## config.mk

```make
export PLATFORM = sky130hd
export DESIGN_NAME = ad9122_spi_master
export DESIGN_NICKNAME = d
export VERILOG_FILES = /design/src/rtl/ad9122_spi_master.sv
export SDC_FILE = /design/constraint.sdc
export NUM_CORES = 1
export LEC_CHECK = 0
export ABC_AREA = 1
export BUFFER_PORTS_ARGS = -buffer_cell sky130_fd_sc_hd__buf_2
export CORE_UTILIZATION = 45
export CTS_BUF_LIST = sky130_fd_sc_hd__clkbuf_8
export CTS_CLUSTER_DIAMETER = 120
export DETAILED_ROUTE_END_ITERATION = 10
export SYNTH_ARGS = -nofsm -noshare
export SYNTH_HDL_FRONTEND = slang
export SYNTH_SLANG_ARGS = --single-unit
```

## constraint.sdc

```tcl
create_clock -name CLK -period 3.8 [get_ports CLK]
set_clock_uncertainty 0.05 [all_clocks]
set_input_delay 0.38 -clock CLK [delete_from_list [all_inputs] [get_ports CLK]]
set_output_delay 0.38 -clock CLK [all_outputs]
set_load 0.02 [all_outputs]
```

## src/rtl/ad9122_spi_master.sv

```systemverilog
// ad9122_spi_master
//   Turns one 16-bit AD9122 register command into a 4-wire SPI frame
//   (CSB, SCLK, SDIO out, SDO in) and reports completion with a one-cycle
//   CONFIG_END once the frame and the inter-frame CSB-high gap are finished.
//   Command word: [15] R/W (1 = read), [14:8] register address, [7:0] write data.
//
// Handshake: a request is a rising edge of CONFIG_EN seen while the FSM is
//   IDLE; CONFIG_DATA is captured in that same cycle. The matching response
//   is the single-cycle CONFIG_END pulse (RD_DATA valid alongside it for
//   read frames). BUSY covers the cycle after accept through the CONFIG_END
//   cycle; any rising edge inside that window is dropped and flagged on
//   DROP_ERR (sticky until reset). Holding CONFIG_EN high never retriggers.
//
// Ports
//   CLK, RST      system clock, asynchronous active-high reset
//   CONFIG_EN     command request (rising edge)
//   CONFIG_DATA   16-bit command word
//   CONFIG_END    one-cycle frame-complete pulse
//   RD_DATA       readback byte, updated with CONFIG_END of read frames
//   BUSY          frame in progress
//   DROP_ERR      sticky: request edge arrived while busy
//   SPI_CSB/SCLK/SDIO  DAC serial outputs (SCLK idles low, MSB first)
//   SPI_SDO       DAC serial readback input
//   dbg_state     current FSM state, for observation only
module ad9122_spi_master #(
  parameter int CLK_DIV  = 4,
  parameter int CS_SETUP = 2,
  parameter int CS_HOLD  = 2,
  parameter int CS_IDLE  = 4
) (
  input  logic        CLK,
  input  logic        RST,
  input  logic        CONFIG_EN,
  input  logic [15:0] CONFIG_DATA,
  output logic        CONFIG_END,
  output logic [7:0]  RD_DATA,
  output logic        BUSY,
  output logic        DROP_ERR,
  output logic        SPI_CSB,
  output logic        SPI_SCLK,
  output logic        SPI_SDIO,
  input  logic        SPI_SDO,
  output logic [2:0]  dbg_state
);

  typedef enum logic [2:0] {
    IDLE  = 3'd0,
    SETUP = 3'd1,
    SHIFT = 3'd2,
    HOLD  = 3'd3,
    GAP   = 3'd4,
    DONE  = 3'd5
  } state_t;

  // Counters compare against "last cycle" values so each phase lasts
  // exactly its parameter in CLK cycles.
  localparam logic [15:0] DIV_LAST   = 16'(CLK_DIV - 1);
  localparam logic [15:0] SETUP_LAST = 16'(CS_SETUP - 1);
  localparam logic [15:0] HOLD_LAST  = 16'(CS_HOLD - 1);
  localparam logic [15:0] IDLE_LAST  = 16'(CS_IDLE - 1);

  state_t      state_q, state_d;
  logic [15:0] cnt_q, cnt_d;
  logic [3:0]  bit_q, bit_d;
  logic [15:0] sh_q, sh_d;
  logic        is_read_q, is_read_d;
  logic [7:0]  rx_q, rx_d;
  logic        csb_q, csb_d;
  logic        sclk_q, sclk_d;
  logic        sdio_q, sdio_d;
  logic        end_q, end_d;
  logic [7:0]  rd_data_q, rd_data_d;
  logic        drop_q, drop_d;
  logic        en_q;
  logic        en_rise;

  assign en_rise = CONFIG_EN & ~en_q;

  // All pin-facing outputs are registers, so reset forces CSB high and
  // SCLK low in the same cycle it is asserted.
  always_ff @(posedge CLK or posedge RST) begin
    if (RST) begin
      state_q   <= IDLE;
      cnt_q     <= '0;
      bit_q     <= '0;
      sh_q      <= '0;
      is_read_q <= 1'b0;
      rx_q      <= '0;
      csb_q     <= 1'b1;
      sclk_q    <= 1'b0;
      sdio_q    <= 1'b0;
      end_q     <= 1'b0;
      rd_data_q <= '0;
      drop_q    <= 1'b0;
      // Starts at 1 so an enable already high when reset releases is not an edge.
      en_q      <= 1'b1;
    end else begin
      state_q   <= state_d;
      cnt_q     <= cnt_d;
      bit_q     <= bit_d;
      sh_q      <= sh_d;
      is_read_q <= is_read_d;
      rx_q      <= rx_d;
      csb_q     <= csb_d;
      sclk_q    <= sclk_d;
      sdio_q    <= sdio_d;
      end_q     <= end_d;
      rd_data_q <= rd_data_d;
      drop_q    <= drop_d;
      en_q      <= CONFIG_EN;
    end
  end

  always_comb begin
    state_d   = state_q;
    cnt_d     = cnt_q;
    bit_d     = bit_q;
    sh_d      = sh_q;
    is_read_d = is_read_q;
    rx_d      = rx_q;
    csb_d     = csb_q;
    sclk_d    = sclk_q;
    sdio_d    = sdio_q;
    end_d     = 1'b0;
    rd_data_d = rd_data_q;
    drop_d    = drop_q;

    if (en_rise && (state_q != IDLE)) drop_d = 1'b1;

    case (state_q)
      IDLE: begin
        csb_d  = 1'b1;
        sclk_d = 1'b0;
        sdio_d = 1'b0;
        if (en_rise) begin
          state_d   = SETUP;
          sh_d      = CONFIG_DATA;
          is_read_d = CONFIG_DATA[15];
          rx_d      = '0;
          cnt_d     = '0;
          bit_d     = 4'd15;
          csb_d     = 1'b0;
          sdio_d    = CONFIG_DATA[15];
        end
      end
      SETUP: begin
        if (cnt_q == SETUP_LAST) begin
          state_d = SHIFT;
          cnt_d   = '0;
        end else begin
          cnt_d = cnt_q + 16'd1;
        end
      end
      SHIFT: begin
        // sclk_q doubles as the half-bit phase: low half first, then high.
        if (cnt_q == DIV_LAST) begin
          cnt_d = '0;
          if (!sclk_q) begin
            sclk_d = 1'b1;
            if (is_read_q && (bit_q < 4'd8)) rx_d = {rx_q[6:0], SPI_SDO};
          end else begin
            sclk_d = 1'b0;
            if (bit_q == 4'd0) begin
              state_d = HOLD;
              sdio_d  = 1'b0;
            end else begin
              bit_d = bit_q - 4'd1;
              sh_d  = {sh_q[14:0], 1'b0};
              // Data byte of a read frame is driven as zeros.
              sdio_d = (is_read_q && (bit_q <= 4'd8)) ? 1'b0 : sh_q[14];
            end
          end
        end else begin
          cnt_d = cnt_q + 16'd1;
        end
      end
      HOLD: begin
        if (cnt_q == HOLD_LAST) begin
          state_d = GAP;
          csb_d   = 1'b1;
          cnt_d   = '0;
        end else begin
          cnt_d = cnt_q + 16'd1;
        end
      end
      GAP: begin
        if (cnt_q == IDLE_LAST) begin
          state_d = DONE;
          end_d   = 1'b1;
          if (is_read_q) rd_data_d = rx_q;
        end else begin
          cnt_d = cnt_q + 16'd1;
        end
      end
      DONE: begin
        state_d = IDLE;
      end
      default: begin
        state_d = IDLE;
      end
    endcase
  end

  assign CONFIG_END = end_q;
  assign RD_DATA    = rd_data_q;
  assign BUSY       = (state_q != IDLE);
  assign DROP_ERR   = drop_q;
  assign SPI_CSB    = csb_q;
  assign SPI_SCLK   = sclk_q;
  assign SPI_SDIO   = sdio_q;
  assign dbg_state  = state_q;

endmodule

```

# Word level (Yosys, flattened, before mapping)
# Cells that the tools add are included.
[op_classes] addsub=2 n_lt_le_gt_ge=2 eq_ne=17 muxes=42 bitwise=2 n_reduce_logical=19
[ops] op="16-bit 2-to-1 mux" n=4
[ops] op="16-bit one-hot mux with 4 select lines" n=1
[ops] op="15-bit 2-to-1 mux" n=4
[ops] op="8-bit 2-to-1 mux" n=4
[ops] op="15-bit one-hot mux with 2 select lines" n=1
[ops] op="2-bit inequality test, second input constant" n=11
[ops] op="3-bit 2-to-1 mux" n=7
[ops] op="16-bit by 1-bit adder with 16-bit output, second input constant" n=1
[ops] op="16-bit by 1-bit == test with 1-bit output, second input constant" n=1
[ops] op="16-bit by 2-bit == test with 1-bit output, second input constant" n=1
[ops] op="4-bit 2-to-1 mux" n=4
[ops] op="8-bit one-hot mux with 2 select lines" n=1
[ops] op="3-bit one-hot mux with 5 select lines" n=1
[ops] op="1-bit 2-to-1 mux" n=11
[ops] op="5-bit AND reduction" n=2
[ops] op="3-bit AND reduction" n=3
[ops] op="4-bit one-hot mux with 2 select lines" n=1
[ops] op="7-bit AND reduction" n=1
[ops] op="3-bit by 2-bit == test with 1-bit output, second input constant" n=2
[ops] op="1-bit one-hot mux with 2 select lines" n=3
[ops] op="2-bit AND reduction" n=3
[ops] op="4-bit <= comparator, second input constant" n=1
[ops] op="4-bit logical NOT" n=1
[ops] op="4-bit < comparator, second input constant" n=1
[ops] op="11 further kinds" n=14
[totals] reg_bits=61 input_bits=20 out_inout_bits=17

# Logic depth before layout (Yosys ltp)
[logic_depth] depth_word=7 mapped_depth=11

# Worst setup path before layout
# Ideal clock, no wire load.
[synth_timing] path_type="register to register" from="register state_q[1] (netlist: dbg_state[1])" to="register bit_q[2]" setup_time_ps=119 arrival_ps=1432 t_required_ps=3631 slack_ps=2199 path_stages_with_launch=11 path_buffers=1 path_cell_list="dfrtp_1 inv_2 nand2_4 nor2_4 inv_2 nand2_1 nand3_4 inv_6 buf_12 o21ai_2 nand2_1"
[synth_via] elab_chain_len=3 word_cells_on_any_way=9 cone_classes="eq/ne (5); mux (1); reduce/logical (3)"
[synth_lines] item="start, declared" line_no="62" text="state_t state_q, state_d;"
[synth_lines] item="start signal, assigned" line_no="98" text="state_q <= state_d;"
[synth_lines] item="3-bit by 2-bit == test with 1-bit output or 3-bit logical NOT (tied branches)" line_no="130" text="case (state_q)"
[synth_lines] item="2-bit inequality test (no line) or 2-bit nonzero test (tied branches)"
[synth_lines] item="5-bit AND reduction (no line)"
[synth_lines] item="end signal, assigned" line_no="100" text="bit_q <= bit_d;"
[synth_lines] item="end, declared" line_no="64" text="logic [3:0] bit_q, bit_d;"
# Parallel ways exist; a longest one is shown, timed or not.
# A chain may end at the register's enable or synchronous reset.

# Final worst setup path
[layout_timing] from="register state_q[2] (netlist: dbg_state[2])" to="register sh_q[8]"
[layout_via] elab_chain_len=3 word_cells_on_any_way=9 cone_classes="eq/ne (5); mux (1); reduce/logical (3)"
[layout_lines] item="3-bit by 2-bit == test with 1-bit output or 3-bit logical NOT (tied branches)" line_no="130"
[layout_lines] item="2-bit inequality test (no line) or 2-bit nonzero test (tied branches)"
[layout_lines] item="5-bit AND reduction (no line)"
[layout_lines] item="end signal, assigned" line_no="86" text="sh_q <= '0;"
[layout_lines] item="end signal, assigned" line_no="101" text="sh_q <= sh_d;"
[layout_lines] item="end, declared" line_no="65" text="logic [15:0] sh_q, sh_d;"
# Parallel ways exist; a longest one is shown, timed or not.

==> flow_metrics.tcl <==
set metrics [dict create \
    worst_pin_slew_ns 0.845 \
    num_vias 2726 \
    layout-drive-gt1-share_pct 25.7 \
    synth_enable_flop_cells 0 \
    numPortBuffers 36 \
    powerDensity_nw_per_um2 361 \
    cts_resized 0 \
    final_antenna_net_count 0 \
    rsz0062_at_grt "false" \
    syn-num-nets 442 \
    ys_warn_count 0 \
    grt_pass1_vias 2600 \
    syn_area_per_cell_um2 8.23 \
    grt_overflow 0 \
    diodes 0 \
    drtIter0Drc 156 \
    final_common_cell "nand2_1" \
    hp-class "in -> reg" \
    setup_tns_ns 0 \
    nNetsFinal 478 \
    ys_top_cells_by_area "dfrtp_1 (43%), nand2_1 (14%), o21ai_2 (5.3%)" \
    cp_slowest_cell "dfrtp_1" \
    htreeDepth 3 \
    mostFrequentLayoutCells "nand2_1 (129), dfrtp_1 (59), inv_1 (37), buf_2 (36)" \
    power.leakage_nw 1.95 \
    cpLargestDelayFamily "simple AND/OR/NAND/NOR gates" \
    fp.dieH_um 89.6 \
    syn_area_um2 3450 \
    max_freq_mhz 432 \
    maxCapViolCount 0 \
    clk_latency_ns 0.34 \
    setup_viol 0 \
    synth-seq-cells 61 \
    start_util_pct 47.1 \
    cts.clk_slew.worst_paths_ns 0.08 \
    drc 0 \
    dp_hpwl_um 5060 \
    core_um2 7330 \
    grt.total_usage_pct 20.2 \
    timing.final.crit_share_pct 61.0 \
    numCtsBuffers 9 \
    rows 31 \
    gp_congestion 0.780 \
    crit_chain "inv_4, nand3_4, inv_4, nand2_2, nand2_1, nand3_4, inv_6, nand2_1, o21ai_2" \
    io_pins 37 \
    crit_type "reg -> reg" \
    dieArea_um2 8020 \
    viasPerCell 4.88 \
    hp-start "CONFIG_EN" \
    antenna_found_initial 0 \
    synth_ff_type "dfrtp_1" \
    first_pass_iters 4 \
    arrival_ns 2.54 \
    critPathMaxFanout 38 \
    drv_slew 0 \
    fin_total_pwr_w 0.00141 \
    yosys.area.top_type "dfrtp_1" \
    hold_viol_final 0 \
    post_cts_buffers 0 \
    grt_start_max_net_pins 40 \
    grt_pass1_wl_um 12200 \
    drt-total-wl_um 7220 \
    start_kind "register" \
    run_status "completed" \
    vdd_drop_max_mv 0.230 \
    die_x_um 89.6 \
    reg2reg_from "dbg_state[2]$_DFFE_PP0P_" \
    crit_buf_inv 3 \
    synth_async_sr_flop_share_pct 100 \
    synth.top_cell.area_share_pct 42.8 \
    netlist_instances 419 \
    startpoint "dbg_state[2]$_DFFE_PP0P_" \
    cts-hold-fix-buffers 0 \
    yosysUniqueCellTypes 40 \
    cts_root_buffer "clkbuf_8" \
    avgRoutedWirePerCell_um 12.9 \
    clockBufferDepth 2 \
    period_minus_slack_ns 2.32 \
    critical_path.max_stage_delay_ns 0.46 \
    ys_seq_area_share_pct 44.3 \
    numClockSinks 61 \
    cts_tree "done" \
    cp-end-kind "register" \
    slew_headroom_pct 43.6 \
    area_delta_synth_final_pct 12.9 \
    cp_data_required_time_ns 4.02 \
]
-- cells in the mapped netlist, types with 3 or more instances --
master    instances
buf_4             4
dfrtp_1          59
nand2_2          15
o211ai_1          3
nand3_1          25
nand2_1         129
ha_1              3
o21bai_1          6
nor2_1           25
nor2_2            3
nor2_4            3
nand2_4           4
o21a_1            3
xor2_1            9
nand4_1           4
o21ai_2          21
inv_1            38
o21ai_0          19
inv_2             5
buf_2             3
o31ai_1           4
o21ai_1           9
-- sequential cells by signal, indices dropped and copies added (netlist names) --
name        count
sh_q           15
SPI_SCLK        1
dbg_state       3
SPI_CSB         1
rx_q            8
bit_q           4
en_q            1
cnt_q          16
CONFIG_END      1
is_read_q       1
SPI_SDIO        1
RD_DATA         8
DROP_ERR        1
-- layout make-up --
cell class | count | area (um2)
Fill cell | 699 | 3430
Tap cell | 99 | 124
Clock inverter | 7 | 123
Sequential cell | 61 | 1530
Inverter | 47 | 188
Clock buffer | 9 | 124
Multi-Input combinational cell | 299 | 1620
Timing Repair Buffer | 37 | 188
-- path summary, 6_finish.rpt --
check / to / slack (ns) / cells after the start
worst max-delay path: sh_q[8]$_DFFE_PP0P_ / 1.48 / 9
worst min-delay path: en_q$_DFF_PP1_ / 0.09 / 1
worst max register to register: sh_q[8]$_DFFE_PP0P_ / 1.48 / 9
worst min register to register: RD_DATA[1]$_DFFE_PP0P_ / 0.42 / 2
max in group asynchronous: SPI_CSB$_DFFE_PP1P_ / 2.66 / 3
min in group asynchronous: cnt_q[11]$_DFFE_PP0P_ / 0.16 / 2
-- where the power goes --
part           internal [W]  switching, W  leakage [nW]
logic             0.0000118     0.0000227          1.11
clock network      0.000439      0.000281         0.116
registers          0.000651    0.00000269         0.724
total               0.00110      0.000307          1.95
-- stage by stage --
step	hold slack, ns	instances	cell area (um2)	utilization [%]	worst slack (ns)
after floorplan	0.334	419	3450	-	1.86
after global placement	0.402	543	3650	49.8	1.57
after detailed placement	0.408	543	3650	49.8	1.50
after CTS	0.0784	559	3900	53.1	1.46
after global routing	0.0880	559	3900	53.1	1.29
final	0.0922	559	3900	53.1	1.48
-- layer usage --
metal	track usage (%)	up-vias	share of wire [%]
li1	-	1416	-
met1	28.5	1272	52
met2	30.7	33	44
met3	3.32	5	2.9
met4	8.23	0	1.0
met5	0	-	0
-- worst register-to-register path: cells and delay by family, from the launching register on --
family                 cells  cell delay (ns)
buffers and inverters      3             0.78
AND/OR/NAND/NOR            5             0.89
flip-flops                 1             0.46
AO/OA/AOI/OAI              1             0.07
-- cells by family after synthesis --
| family | count (synthesis) | synth area share [%] |
|---|---|---|
| XOR/XNOR | 9 | 2.29 |
| AND/OR/NAND/NOR | 213 | 28.6 |
| AO/OA/AOI/OAI | 74 | 15.0 |
| buffers and inverters | 59 | 8.67 |
| adder cells (fa/ha/maj) | 3 | 1.09 |
| flip-flops | 61 | 44.3 |
No activity file was read; power rests on OpenSTA's default activity.
